[src/rtl/button_conditioner.sv]
`default_nettype none
// ============================================================================
// Module      : button_conditioner
// Description : Push-button front end for the lamp FSM. Synchronizes the raw
//               button level, debounces it with a 4-state FSM and produces a
//               clean level plus one-cycle press/release pulses.
// Revision    : 1.0 - initial release
// ----------------------------------------------------------------------------
// Parameters:
//   DEBOUNCE_CYCLES - consecutive stable synchronized samples needed to
//                     accept an edge (>= 2)
//   LONG_CYCLES     - hold cycles in PRESSED before long_press fires
// Ports:
//   clk           in   system clock, rising edge
//   reset         in   asynchronous active-low reset
//   B_raw         in   raw, possibly bouncing button level (async to clk)
//   B_clean       out  debounced level (1 in PRESSED / RELEASE_WAIT)
//   press         out  one-cycle pulse on accepted press
//   release_pulse out  one-cycle pulse on accepted release
//                      ("release" is a reserved word in SystemVerilog)
//   s1, s0        out  FSM state bits
//   long_press    out  one-cycle long-hold pulse (only with BTN_LONG_PRESS_EN)
// Optional feature macro: BTN_LONG_PRESS_EN
// ============================================================================
module button_conditioner #(
  parameter int DEBOUNCE_CYCLES = 4,
  parameter int LONG_CYCLES     = 16
) (
  input  logic clk,
  input  logic reset,
  input  logic B_raw,
  output logic B_clean,
  output logic press,
  output logic release_pulse,
  output logic s1,
  output logic s0
`ifdef BTN_LONG_PRESS_EN
  ,
  output logic long_press
`endif
);

  localparam int CNT_W = $clog2(DEBOUNCE_CYCLES);
  localparam logic [CNT_W-1:0] C_CNT_LAST = CNT_W'(DEBOUNCE_CYCLES - 1);

  // Gray-like encoding: s1 doubles as the debounced level.
  localparam logic [1:0] C_IDLE         = 2'b00;
  localparam logic [1:0] C_PRESS_WAIT   = 2'b01;
  localparam logic [1:0] C_PRESSED      = 2'b11;
  localparam logic [1:0] C_RELEASE_WAIT = 2'b10;

  logic             r_sync1;
  logic             r_sync2;
  logic [1:0]       r_state;
  logic [1:0]       w_state_nxt;
  logic [CNT_W-1:0] r_cnt;
  logic [CNT_W-1:0] w_cnt_nxt;
  logic             r_press;
  logic             r_release;
  logic             w_press_nxt;
  logic             w_release_nxt;

  // Two-flop synchronizer; only r_sync2 is used downstream.
  always_ff @(posedge clk or negedge reset) begin
    if (!reset) begin
      r_sync1 <= 1'b0;
      r_sync2 <= 1'b0;
    end else begin
      r_sync1 <= B_raw;
      r_sync2 <= r_sync1;
    end
  end

  // Next-state logic. The counter restarts from zero on every state change.
  always_comb begin
    w_state_nxt   = r_state;
    w_cnt_nxt     = r_cnt;
    w_press_nxt   = 1'b0;
    w_release_nxt = 1'b0;
    case (r_state)
      C_IDLE: begin
        if (r_sync2) begin
          w_state_nxt = C_PRESS_WAIT;
          w_cnt_nxt   = '0;
        end
      end
      C_PRESS_WAIT: begin
        if (!r_sync2) begin
          w_state_nxt = C_IDLE;
          w_cnt_nxt   = '0;
        end else if (r_cnt == C_CNT_LAST) begin
          w_state_nxt = C_PRESSED;
          w_cnt_nxt   = '0;
          w_press_nxt = 1'b1;
        end else begin
          w_cnt_nxt = r_cnt + CNT_W'(1);
        end
      end
      C_PRESSED: begin
        if (!r_sync2) begin
          w_state_nxt = C_RELEASE_WAIT;
          w_cnt_nxt   = '0;
        end
      end
      default: begin // C_RELEASE_WAIT
        if (r_sync2) begin
          w_state_nxt = C_PRESSED;
          w_cnt_nxt   = '0;
        end else if (r_cnt == C_CNT_LAST) begin
          w_state_nxt   = C_IDLE;
          w_cnt_nxt     = '0;
          w_release_nxt = 1'b1;
        end else begin
          w_cnt_nxt = r_cnt + CNT_W'(1);
        end
      end
    endcase
  end

  always_ff @(posedge clk or negedge reset) begin
    if (!reset) begin
      r_state   <= C_IDLE;
      r_cnt     <= '0;
      r_press   <= 1'b0;
      r_release <= 1'b0;
    end else begin
      r_state   <= w_state_nxt;
      r_cnt     <= w_cnt_nxt;
      r_press   <= w_press_nxt;
      r_release <= w_release_nxt;
    end
  end

  // All outputs come straight from flops.
  assign s1            = r_state[1];
  assign s0            = r_state[0];
  assign B_clean       = r_state[1];
  assign press         = r_press;
  assign release_pulse = r_release;

`ifdef BTN_LONG_PRESS_EN
  localparam int HOLD_W = $clog2(LONG_CYCLES + 1);
  localparam logic [HOLD_W-1:0] C_HOLD_FIRE = HOLD_W'(LONG_CYCLES - 1);
  localparam logic [HOLD_W-1:0] C_HOLD_SAT  = HOLD_W'(LONG_CYCLES);

  logic [HOLD_W-1:0] r_hold;
  logic              r_long;

  // Held at zero while waiting for a press, so a fresh PRESSED entry starts
  // from zero. RELEASE_WAIT neither clears nor counts, so a release bounce
  // resumes the same hold. Saturation at LONG_CYCLES gives one pulse per hold.
  always_ff @(posedge clk or negedge reset) begin
    if (!reset) begin
      r_hold <= '0;
      r_long <= 1'b0;
    end else begin
      r_long <= 1'b0;
      if (r_state == C_PRESS_WAIT || w_state_nxt == C_IDLE) begin
        r_hold <= '0;
      end else if (r_state == C_PRESSED && r_hold != C_HOLD_SAT) begin
        r_hold <= r_hold + HOLD_W'(1);
        if (r_hold == C_HOLD_FIRE) begin
          r_long <= 1'b1;
        end
      end
    end
  end

  assign long_press = r_long;
`endif

endmodule
`default_nettype wire
[config.mk]
export PLATFORM = sky130hd
export DESIGN_NAME = button_conditioner
export DESIGN_NICKNAME = d
export VERILOG_FILES = /design/src/rtl/button_conditioner.sv
export SDC_FILE = /design/constraint.sdc
export NUM_CORES = 1
export LEC_CHECK = 0
export CAP_MARGIN = 30
export CELL_PAD_IN_SITES_DETAIL_PLACEMENT = 1
export CELL_PAD_IN_SITES_GLOBAL_PLACEMENT = 1
export CORE_UTILIZATION = 30
export CTS_CLUSTER_DIAMETER = 80
export CTS_CLUSTER_SIZE = 24
export DETAILED_ROUTE_END_ITERATION = 7
export GPL_ROUTABILITY_DRIVEN = 0
export PLACE_DENSITY_LB_ADDON = 0.15
export SYNTH_ARGS = -nofsm -noshare
export SYNTH_HDL_FRONTEND = slang
export SYNTH_SLANG_ARGS = --single-unit
[constraint.sdc]
create_clock -name clk -period 4.71 [get_ports clk]
set_input_delay 0.7065 -clock clk [delete_from_list [all_inputs] [get_ports clk]]
set_output_delay 0.7065 -clock clk [all_outputs]
set_load 0.01 [all_outputs]
-- Yosys cells after proc, flatten, opt, wreduce, memory -nomap -nowiden
Cells that the tools add are included.
- equal/unequal tests: 6
- add/sub/neg operators: 1
- muxes and demuxes: 18
- reductions and logical operators: 5
- operators with widths (cell ; count):
    $mux W2 ; 11
    $pmux W2 S3 ; 2
    $mux W1 ; 5
    $eq A2 B2 Y1 const B ; 2
    $ne A2 B2 Y1 const B ; 2
    $reduce_and A4 Y1 ; 1
    $reduce_bool A4 Y1 ; 1
    $ne A3 B3 Y1 const B ; 1
    $reduce_or A3 Y1 ; 1
    $add A2 B1 Y2 const B ; 1
    $eq A2 B1 Y1 const B ; 1
    $logic_not A2 Y1 ; 1
    $reduce_and A2 Y1 ; 1
- flip-flop bits (word level): 8
- input bits: 3
- logic and storage cells: 36
- output and inout port bits: 5

-- Logic depth before layout (Yosys ltp)
Gate-level depths: netlist (run 1).
- word-level depth: 4
- mapped depth: 5
- depth with buffers taken out: 5

-- Worst setup path after synthesis (run 1)
OpenSTA, ideal clock, no wires.
- path type: register to register
- from: register r_state[1]
- to: register r_state[0]
- setup slack: 3.039 ns
- buffers on the path: 0
- cell stages (with the launch flop): 5
- arrival time: 1.551 ns
- required time: 4.590 ns
- library setup time: 0.120 ns
- clock period less this slack: 1.671 ns
- cells stage by stage: dfrtp_1 -> inv_1 -> ha_1 -> or4_1 -> and3_1
- longest elaborated chain between the ends: 3
- elaborated cells between the ends (all ways): 9
- classes of those cells: eq/ne (5); mux (1); reduce/logical (3)
- RTL lines (what ; RTL line ; RTL):
    from (decl) ; 54 ; logic [1:0] r_state;
    from (signal assigned) ; 127 ; r_state <= w_state_nxt;
    $eq A2 B1 Y1 (tied with other cells) ; 80 ; case (r_state)
    $ne A3 B3 Y1 (no line) (tied with other cells) ; - ;
    $reduce_and A4 Y1 (no line) ; - ;
Several ways; a longest one is shown, not always the timed one.
A chain may end at the register's enable or synchronous reset.

-- Worst setup path after layout (run 1)
- from: register r_state[1]
- to: output B_clean
- RTL lines (what ; RTL line ; RTL):
    to (decl) ; 32 ; output logic B_clean,
No word-level cell between the ends.

==> flow_metrics.env, run 1 <==
export IMPL_stdcell_count=67
export IMPL_ys_warn_count=0
export IMPL_path_cells="clkdlybuf4s50_1"
export IMPL_clockBufferDepth=2
export IMPL_startpoint_type="flip-flop"
export IMPL_skew_ns=0.00273
export IMPL_std_cell_rows=13
export IMPL_finalInstanceArea_um2=569
export IMPL_drive_gt1_share_pct=15.4
export IMPL_via_per_inst=5.09
export IMPL_place_area_um2=547
export IMPL_antenna_found_initial=0
export IMPL_leakagePower_uw=0.000266
export IMPL_postLayoutSetupSlackWorst_ns=2.71
export IMPL_path_class="reg2out"
export IMPL_globalRouteMet2Util_pct=27.3
export IMPL_crit_arrival_ns=1.29
export IMPL_whs_ns=0.356
export IMPL_finalSetupTns_ns=0
export IMPL_worst_hold_path_type="reg2reg"
export IMPL_port_buffers=7
export IMPL_wl_per_cell_um=15.2
export IMPL_final_common_cell="dfrtp_1"
export IMPL_setup_viol=0
export IMPL_synth_cells=43
export IMPL_start_util_pct=34.1
export IMPL_worst_pin_slew_ns=0.379
export IMPL_powerDensity_nw_per_um2=596
export IMPL_ys_types=23
export IMPL_r2r_cells=4
export IMPL_clock_latency_ns=0.25
export IMPL_post_route_min_period_ns=2.00
export IMPL_min_from="r_sync1"
export IMPL_hpwlAfterDp_um=794
export IMPL_critical_path_max_fanout=7
export IMPL_drv_slew=0
export IMPL_crit_slowest_cell="clkdlybuf4s50_1"
export IMPL_drc_errors=0
export IMPL_numClockSinks=8
export IMPL_ir_drop_mv=0.205
export IMPL_die_w_um=41.4
export IMPL_grt_pass1_wl_um=1650
export IMPL_syn_avg_cell_area_um2=10.8
export IMPL_die_area_um2=1710
export IMPL_syn_cell_area_um2=465
export IMPL_grtUsageMet1_pct=19.1
export IMPL_ys_ff_latch=8
export IMPL_worst_setup_path_end_kind="output pin"
export IMPL_grt_pass1_vias=347
export IMPL_areaGrowthSynthToFinish_pct=22.3
export IMPL_vias=341
export IMPL_hold_depth=0
export IMPL_fmax_mhz=500
export IMPL_hold_end="r_sync2"
export IMPL_r2r_slack_ns=2.98
export IMPL_drv_cap=0
export IMPL_totalWireLength_um=1020
export IMPL_post_place_ws_ns=2.97
export IMPL_nets=64
export IMPL_grt_max_degree=9
export IMPL_drtAntennaViolNets=0
export IMPL_max_stage_delay_ns=0.58
export IMPL_crit_family="buffers and inverters"
export IMPL_rsz0062_at_grt="false"
export IMPL_cts_tree="done"
export IMPL_design_core_area_um2=1370
export IMPL_grt_busiest_layer="met2"
export IMPL_hold_viol_final=0
export IMPL_fp_dieH_um=41.4
export IMPL_relSlewSlack_pct=74.5
export IMPL_rr_startpoint="r_state[1]"
export IMPL_reg2reg_to="r_state[0]"
export IMPL_status="completed"
export IMPL_io_pin_count=8
export IMPL_cts_setup_buffers=0
export IMPL_worst_path_buf_inv=1
export IMPL_finalCritPeriodShare_pct=42.4
export IMPL_grt_util_met3_pct=4.79
export IMPL_first_pass_iters=4
export IMPL_mostFrequentLayoutCells="dfrtp_1, ha_1, clkdlybuf4s50_1, inv_1, nand2_1"
export IMPL_grt_usage_pct=15.6
export IMPL_overflow=0
export IMPL_dp_cells=64
export IMPL_numCtsBuffers=3
export IMPL_cts_resized=0
export IMPL_htree_levels=1
export IMPL_dr_first_iter_drc_count=6
export IMPL_yosysSeqAreaShare_pct=43.0
export IMPL_clock_root_buffer="clkbuf_4"
export IMPL_synth_fp_nets=53
export IMPL_n_antenna_cell=0
export IMPL_holdBufCountCts=0
export IMPL_cp_data_required_time_ns=4.00
export IMPL_clk_pin_slew_ns=0.06
-- flip-flops by register name, indices dropped and copies added (netlist names) --
signal and cells:
r_sync2 1, r_state 2, r_sync1 1, press 1
release_pulse 1, r_cnt 2
-- routing by layer --
layer / vias up / wire, µm
li1: 167 / -
met1: 163 / 431
met2: 8 / 544
met3: 3 / 35
met4: 0 / 6
met5: - / 0
-- cells by family after synthesis --
logic type	Yosys count	synth area share [%]
flops	8	43.0
mux	2	4.84
simple gates	15	18.6
buf+inv	5	4.84
fa+ha+maj	7	18.8
compound gates	6	9.95
-- cells in the mapped netlist --
library cell	instances	share of area, %
a221oi_1	1	1.9
and3_1	1	1.3
and3_2	1	1.6
buf_4	1	1.6
dfrtp_1	8	43
ha_1	7	19
inv_1	4	3.2
mux2_2	2	4.8
nand2_1	4	3.2
nand2b_2	1	1.9
nor2_1	1	0.81
nor2b_1	1	1.3
nor3_1	1	1.1
nor3b_1	1	1.6
o21a_1	1	1.6
o21ai_0	1	1.1
o21ai_2	1	1.9
o31ai_1	1	1.6
o32ai_1	1	1.9
or2_0	1	1.3
or2_1	1	1.3
or3_1	1	1.3
or4_1	1	1.6
-- cell type report --
type | instances | area (µm²)
fill | 157 | 797
multi-input combinational | 30 | 243
timing repair buffer | 7 | 70.1
sequential | 8 | 200
clock buffer | 3 | 22.5
inverter | 4 | 15.0
tap | 15 | 18.8
-- through the flow --
stage          utilization, %  power [µW]
6_report                 41.7         339
3_5_place_dp             40.0         286
5_1_grt                  41.7         370
2_1_floorplan               -         226
3_3_place_gp             40.0         270
4_1_cts                  41.7         342
-- power by group --
part / switching (µW) / internal [µW]
Clock: 24.0 / 29.2
Sequential: 19.0 / 84.8
Combinational: 91.2 / 90.9
Total: 134 / 205
-- worst max-delay path by stage --
| stage | from | endpoint | depth (start not counted) |
|---|---|---|---|
| after floorplan | r_state[1] | r_state[0] | 4 |
| final | r_state[1] | B_clean | 1 |
| after global routing | r_state[1] | s1 | 1 |
| after global placement | r_state[1] | B_clean | 1 |
| after CTS | r_state[1] | B_clean | 1 |
| after detailed placement | r_state[1] | B_clean | 1 |
Power figures use the tool's default switching activity.
==> run 2: changes to the inputs <==
==> constraint.sdc (replaced) <==
create_clock -name clk -period 1.65 [get_ports clk]
set_input_delay 0.2475 -clock clk [delete_from_list [all_inputs] [get_ports clk]]
set_output_delay 0.2475 -clock clk [all_outputs]
set_load 0.01 [all_outputs]
==> run 2 against run 1 <==
Against the previous run: routed wire length rose by 3.8%; critical path depth rose by 3; sequential power rose to 2.8 times the previous value; clock power rose to 3.1 times the previous value; utilization rose by 4.5 points; power rose to 3.3 times the previous value; sequential cell count did not move; final cell count rose by 7.5%.
==> flow_metrics.env, run 2 (same netlist as run 1, synthesis figures left out) <==
export IMPL_status="completed"
export IMPL_worst_pin_slew_ns=0.358
export IMPL_fillerInstances=162
export IMPL_grt_usage_pct=15.8
export IMPL_startpoint_type="flip-flop"
export IMPL_path_cells="ha_1 > nand2b_4 > or4_1 > and3_1"
export IMPL_r2r_cells=4
export IMPL_dp_cells=65
export IMPL_drv_slew=0
export IMPL_drc_errors=0
export IMPL_seqPwrFrac_pct=26.0
export IMPL_path_class="reg2reg"
export IMPL_skew_ns=0.0128
export IMPL_final_common_cell="clkdlybuf4s50_1"
export IMPL_startpoint="r_state[1]"
export IMPL_hold_viol_final=0
export IMPL_holdBufCountCts=0
export IMPL_fmax_mhz=623
export IMPL_clock_latency_ns=0.26
export IMPL_wl_per_cell_um=14.7
export IMPL_finalSetupTns_ns=0
export IMPL_clock_root_buffer="clkbuf_4"
export IMPL_vias=357
export IMPL_io_pin_count=8
export IMPL_nets=68
export IMPL_cts_tree="done"
export IMPL_clockBufferDepth=2
export IMPL_drtAntennaViolNets=0
export IMPL_htree_levels=1
export IMPL_worst_hold_path_type="in2async"
export IMPL_fp_dieH_um=41.4
export IMPL_cp_data_required_time_ns=1.80
export IMPL_reg_largest_list="r_cnt: 2 flops, r_state: 2 flops"
export IMPL_start_util_pct=34.1
export IMPL_crit_slowest_cell="or4_1"
export IMPL_hpwlAfterDp_um=729
export IMPL_power_frac_comb_pct=59.4
export IMPL_areaGrowthSynthToFinish_pct=35.5
export IMPL_p_sw_share_pct=37.8
export IMPL_totalWireLength_um=1060
export IMPL_p_clk_share_pct=14.6
export IMPL_finalCritPeriodShare_pct=97.3
export IMPL_numCtsBuffers=3
export IMPL_whs_ns=0.255
export IMPL_mostFrequentLayoutCells="clkdlybuf4s50_1, dfrtp_1, ha_1, nand2_1, buf_4"
export IMPL_r2r_slack_ns=0.04
export IMPL_first_pass_iters=2
export IMPL_via_per_inst=4.96
export IMPL_relSlewSlack_pct=76.1
export IMPL_crit_arrival_ns=1.76
export IMPL_intPower_uw=701
export IMPL_design_core_area_um2=1370
export IMPL_ir_drop_mv=0.754
export IMPL_worst_setup_path_end_kind="flip-flop"
export IMPL_antenna_found_initial=0
export IMPL_clk_pin_slew_ns=0.06
export IMPL_leakagePower_uw=0.000286
export IMPL_port_buffers=7
export IMPL_overflow=0
export IMPL_die_w_um=41.4
export IMPL_grt_max_degree=9
export IMPL_reg2reg_to="r_state[0]"
export IMPL_std_cell_rows=13
export IMPL_drv_cap=0
export IMPL_max_stage_delay_ns=0.48
export IMPL_drive_gt1_share_pct=31.6
export IMPL_p_switching_uw=427
export IMPL_rsz0062_at_grt="true"
export IMPL_die_area_um2=1710
export IMPL_stdcell_count=72
export IMPL_grt_pass1_vias=368
export IMPL_numClockSinks=8
export IMPL_rr_startpoint="r_state[1]"
export IMPL_post_route_min_period_ns=1.61
export IMPL_powerDensity_nw_per_um2=1790
export IMPL_dr_first_iter_drc_count=3
export IMPL_setup_viol=0
export IMPL_critical_path_max_fanout=4
export IMPL_n_antenna_cell=0
export IMPL_grt_pass1_wl_um=1610
[run 2: cell count changes in the layout (fill, tap and decap cells not counted), moves of 2 or more]
cell / delta
buf_4: +4
dfrtp_1: -2
dfrtp_2: +2
ha_1: -2
[run 2: what timing repair did]
action                                  CTS  global route
resized for setup                         1             5
hold endpoints to repair                  0             0
endpoints found under the setup margin    2             2
gates cloned                              0             0
buffers inserted                          2             1
[run 2: final cells by class]
type | count | area [µm²] | area share, %
multi-input combinational | 30 | 268 | 42.5
sequential | 8 | 203 | 32.1
timing repair buffer | 11 | 100 | 15.9
clock buffer | 4 | 26.3 | 4.17
tap | 15 | 18.8 | 2.98
inverter | 4 | 15.0 | 2.38
[run 2: critical path: cells and delay by family (launching register included)]
kind          cells  cell delay [ns]
simple gates      3             0.84
flops             1             0.43
fa+ha+maj         1             0.23
[run 2: power groups by stage]
stage | combinational, µW | sequential, µW | clock, µW
floorplan | 344 | 305 | 0
CTS | 581 | 292 | 173
detailed placement | 527 | 306 | 0
global placement | 507 | 297 | 0
finish | 669 | 294 | 165
global route | 753 | 300 | 188
[run 2: layer usage]
layer	GRT usage (%)	wire length, µm	vias up
met5	0	0	-
met2	27.0	546	10
li1	-	-	176
met3	9.57	62	2
met4	2.42	8	0
met1	17.0	439	169
[run 2: per-stage QoR]
stage / setup WS, ns / instance area (µm²) / power [µW] / util [%]
6_report: 0.0448 / 631 / 1130 / 46.2
4_1_cts: 0.00157 / 597 / 1050 / 43.7
3_5_place_dp: -0.0478 / 556 / 833 / 40.7
3_3_place_gp: 0.0366 / 556 / 804 / 40.7
5_1_grt: -0.0264 / 631 / 1240 / 46.2
2_1_floorplan: 0.0388 / 467 / 649 / -
[run 2: worst max-delay path by stage]
stage | slack (ns) | to
after floorplan | 0.04 | r_state[0]
after global routing | -0.03 | r_state[1]
after CTS | 0.002 | r_state[0]
after global placement | 0.04 | r_state[0]
final | 0.04 | r_state[0]
after detailed placement | -0.05 | r_state[0]
==> run 3: changes to the inputs <==
--- a/config.mk
+++ b/config.mk
@@ -8,6 +8,7 @@
 export CAP_MARGIN = 30
 export CELL_PAD_IN_SITES_DETAIL_PLACEMENT = 1
 export CELL_PAD_IN_SITES_GLOBAL_PLACEMENT = 1
+export CORE_MARGIN = 2
 export CORE_UTILIZATION = 30
 export CTS_CLUSTER_DIAMETER = 80
 export CTS_CLUSTER_SIZE = 24
==> run 3 against run 2 <==
Against the previous run: clock skew shrank 0.0025 ns; register-to-register slack lost 0.03 ns; final cell count is the same; power shrank 2.5%; global-route usage shrank 2.0 points; via count grew 2.2%; sequential cell count is the same; routed wire length grew 3.1%; first-iteration DRC count shrank 33%; sequential share of layout area grew 0.78 points; largest power group unchanged.
==> flow_metrics.env, run 3 (same netlist as run 1, synthesis figures left out) <==
export IMPL_status="completed"
export IMPL_drive_gt1_share_pct=32.1
export IMPL_cts_tree="done"
export IMPL_vias=365
export IMPL_hold_viol_final=0
export IMPL_clockBufferDepth=2
export IMPL_whs_ns=0.258
export IMPL_io_pin_count=8
export IMPL_cp_endpoint="r_state[0]"
export IMPL_fp_dieH_um=43.4
export IMPL_rr_startpoint="r_state[0]"
export IMPL_drv_cap=0
export IMPL_regArea_um2=203
export IMPL_std_cell_rows=14
export IMPL_reg_largest_list="r_cnt: 2 flops, r_state: 2 flops"
export IMPL_dp_cells=67
export IMPL_startpoint_type="flip-flop"
export IMPL_grt_pass1_vias=412
export IMPL_drtAntennaViolNets=0
export IMPL_cp_data_required_time_ns=1.81
export IMPL_totalWireLength_um=1090
export IMPL_skew_ns=0.0103
export IMPL_powerDensity_nw_per_um2=1790
export IMPL_clock_latency_ns=0.27
export IMPL_final_common_cell="clkdlybuf4s50_1"
export IMPL_first_pass_iters=4
export IMPL_port_buffers=7
export IMPL_place_area_um2=564
export IMPL_setup_viol=0
export IMPL_drv_slew=0
export IMPL_htree_levels=1
export IMPL_dr_first_iter_drc_count=2
export IMPL_reg2reg_to="r_state[0]"
export IMPL_worst_pin_slew_ns=0.374
export IMPL_finalInstanceArea_um2=616
export IMPL_path_class="reg2reg"
export IMPL_post_route_min_period_ns=1.64
export IMPL_fillerInstances=172
export IMPL_r2r_slack_ns=0.01
export IMPL_via_per_inst=5.07
export IMPL_leakagePower_uw=0.000277
export IMPL_clk_pin_slew_ns=0.07
export IMPL_nets=67
export IMPL_n_antenna_cell=0
export IMPL_hpwlAfterDp_um=825
export IMPL_die_area_um2=1880
export IMPL_clock_root_buffer="clkbuf_4"
export IMPL_ir_drop_mv=0.563
export IMPL_grt_max_degree=9
export IMPL_fmax_mhz=610
export IMPL_design_core_area_um2=1470
export IMPL_stdcell_count=72
export IMPL_grt_usage_pct=13.8
export IMPL_areaGrowthSynthToFinish_pct=32.3
export IMPL_grt_pass1_wl_um=1860
export IMPL_worst_hold_path_type="in2async"
export IMPL_start_util_pct=31.6
export IMPL_drc_errors=0
export IMPL_antenna_found_initial=0
export IMPL_relSlewSlack_pct=75.0
export IMPL_wl_per_cell_um=15.1
export IMPL_numClockSinks=8
export IMPL_mostFrequentLayoutCells="clkdlybuf4s50_1, dfrtp_1, ha_1, nand2_1"
export IMPL_numCtsBuffers=3
export IMPL_total_power_uw=1100
export IMPL_die_w_um=43.4
export IMPL_worst_setup_path_end_kind="flip-flop"
export IMPL_r2r_cells=4
export IMPL_startpoint="r_state[0]"
export IMPL_finalCritPeriodShare_pct=99.4
export IMPL_critical_path_max_fanout=5
export IMPL_overflow=0
export IMPL_crit_arrival_ns=1.80
export IMPL_multi_input_area_um2=259
==> run 3: cell count changes in the layout (fill, tap and decap cells not counted), sizes merged <==
cell / before / now
buf: 4 / 3
==> run 3: final cells by class <==
| type | count | share of cell area (%) |
|---|---|---|
| inverters | 4 | 2.44 |
| multi-input cells | 30 | 42.1 |
| flip-flops and latches | 8 | 32.9 |
| repair buffers | 10 | 15.0 |
| clock buffers | 4 | 4.27 |
| well taps | 16 | 3.25 |
==> run 3: how the worst min path moves through the flow <==
stage	start	endpoint	slack, ns	depth (start not counted)
after floorplan	reset	press	-0.05	0
after global placement	r_sync1	r_sync2	0.33	0
after detailed placement	r_sync1	r_sync2	0.34	0
after CTS	reset	press	0.28	1
after global routing	reset	press	0.29	1
final	reset	press	0.26	1
==> run 3: layer usage <==
| metal | wire length (µm) | track usage [%] | part of all wire [%] | vias up |
|---|---|---|---|---|
| met5 | 0 | 0 | 0 | - |
| met1 | 470 | 17.0 | 43 | 172 |
| met4 | 27 | 7.27 | 2.5 | 0 |
| met3 | 40 | 2.92 | 3.7 | 5 |
| li1 | - | - | - | 176 |
| met2 | 552 | 22.7 | 51 | 12 |
==> run 3: critical path, cell delays in order, from the launching register on <==
cell and delay [ns]:
dfrtp_2 0.41, inv_1 0.07, ha_1 0.30, or4_1 0.54, and3_1 0.21
==> run 3: power breakdown <==
part           internal, µW  total, µW  switching (µW)
logic                   328        631             303
clock network          93.3        174            80.7
registers               247        294            47.4
total                   668       1100             431
==> run 3: repair_timing <==
item | CTS | global route
buffers inserted | 1 | 0
pin swaps | 0 | 0
setup endpoints to repair | 1 | 2
hold buffers | 0 | 0
gates resized for setup | 0 | 7
endpoints found under the hold margin | 0 | 0
cloned | 0 | 0
==> run 3: through the flow <==
stage / setup WS, ns / setup TNS, ns / util [%]
after floorplan: 0.0388 / 0 / -
after global placement: 0.0960 / 0 / 38.4
after detailed placement: 0.00778 / 0 / 38.4
after CTS: 0.00322 / 0 / 40.6
after global routing: -0.0376 / -0.0413 / 41.8
final: 0.0101 / 0 / 41.8
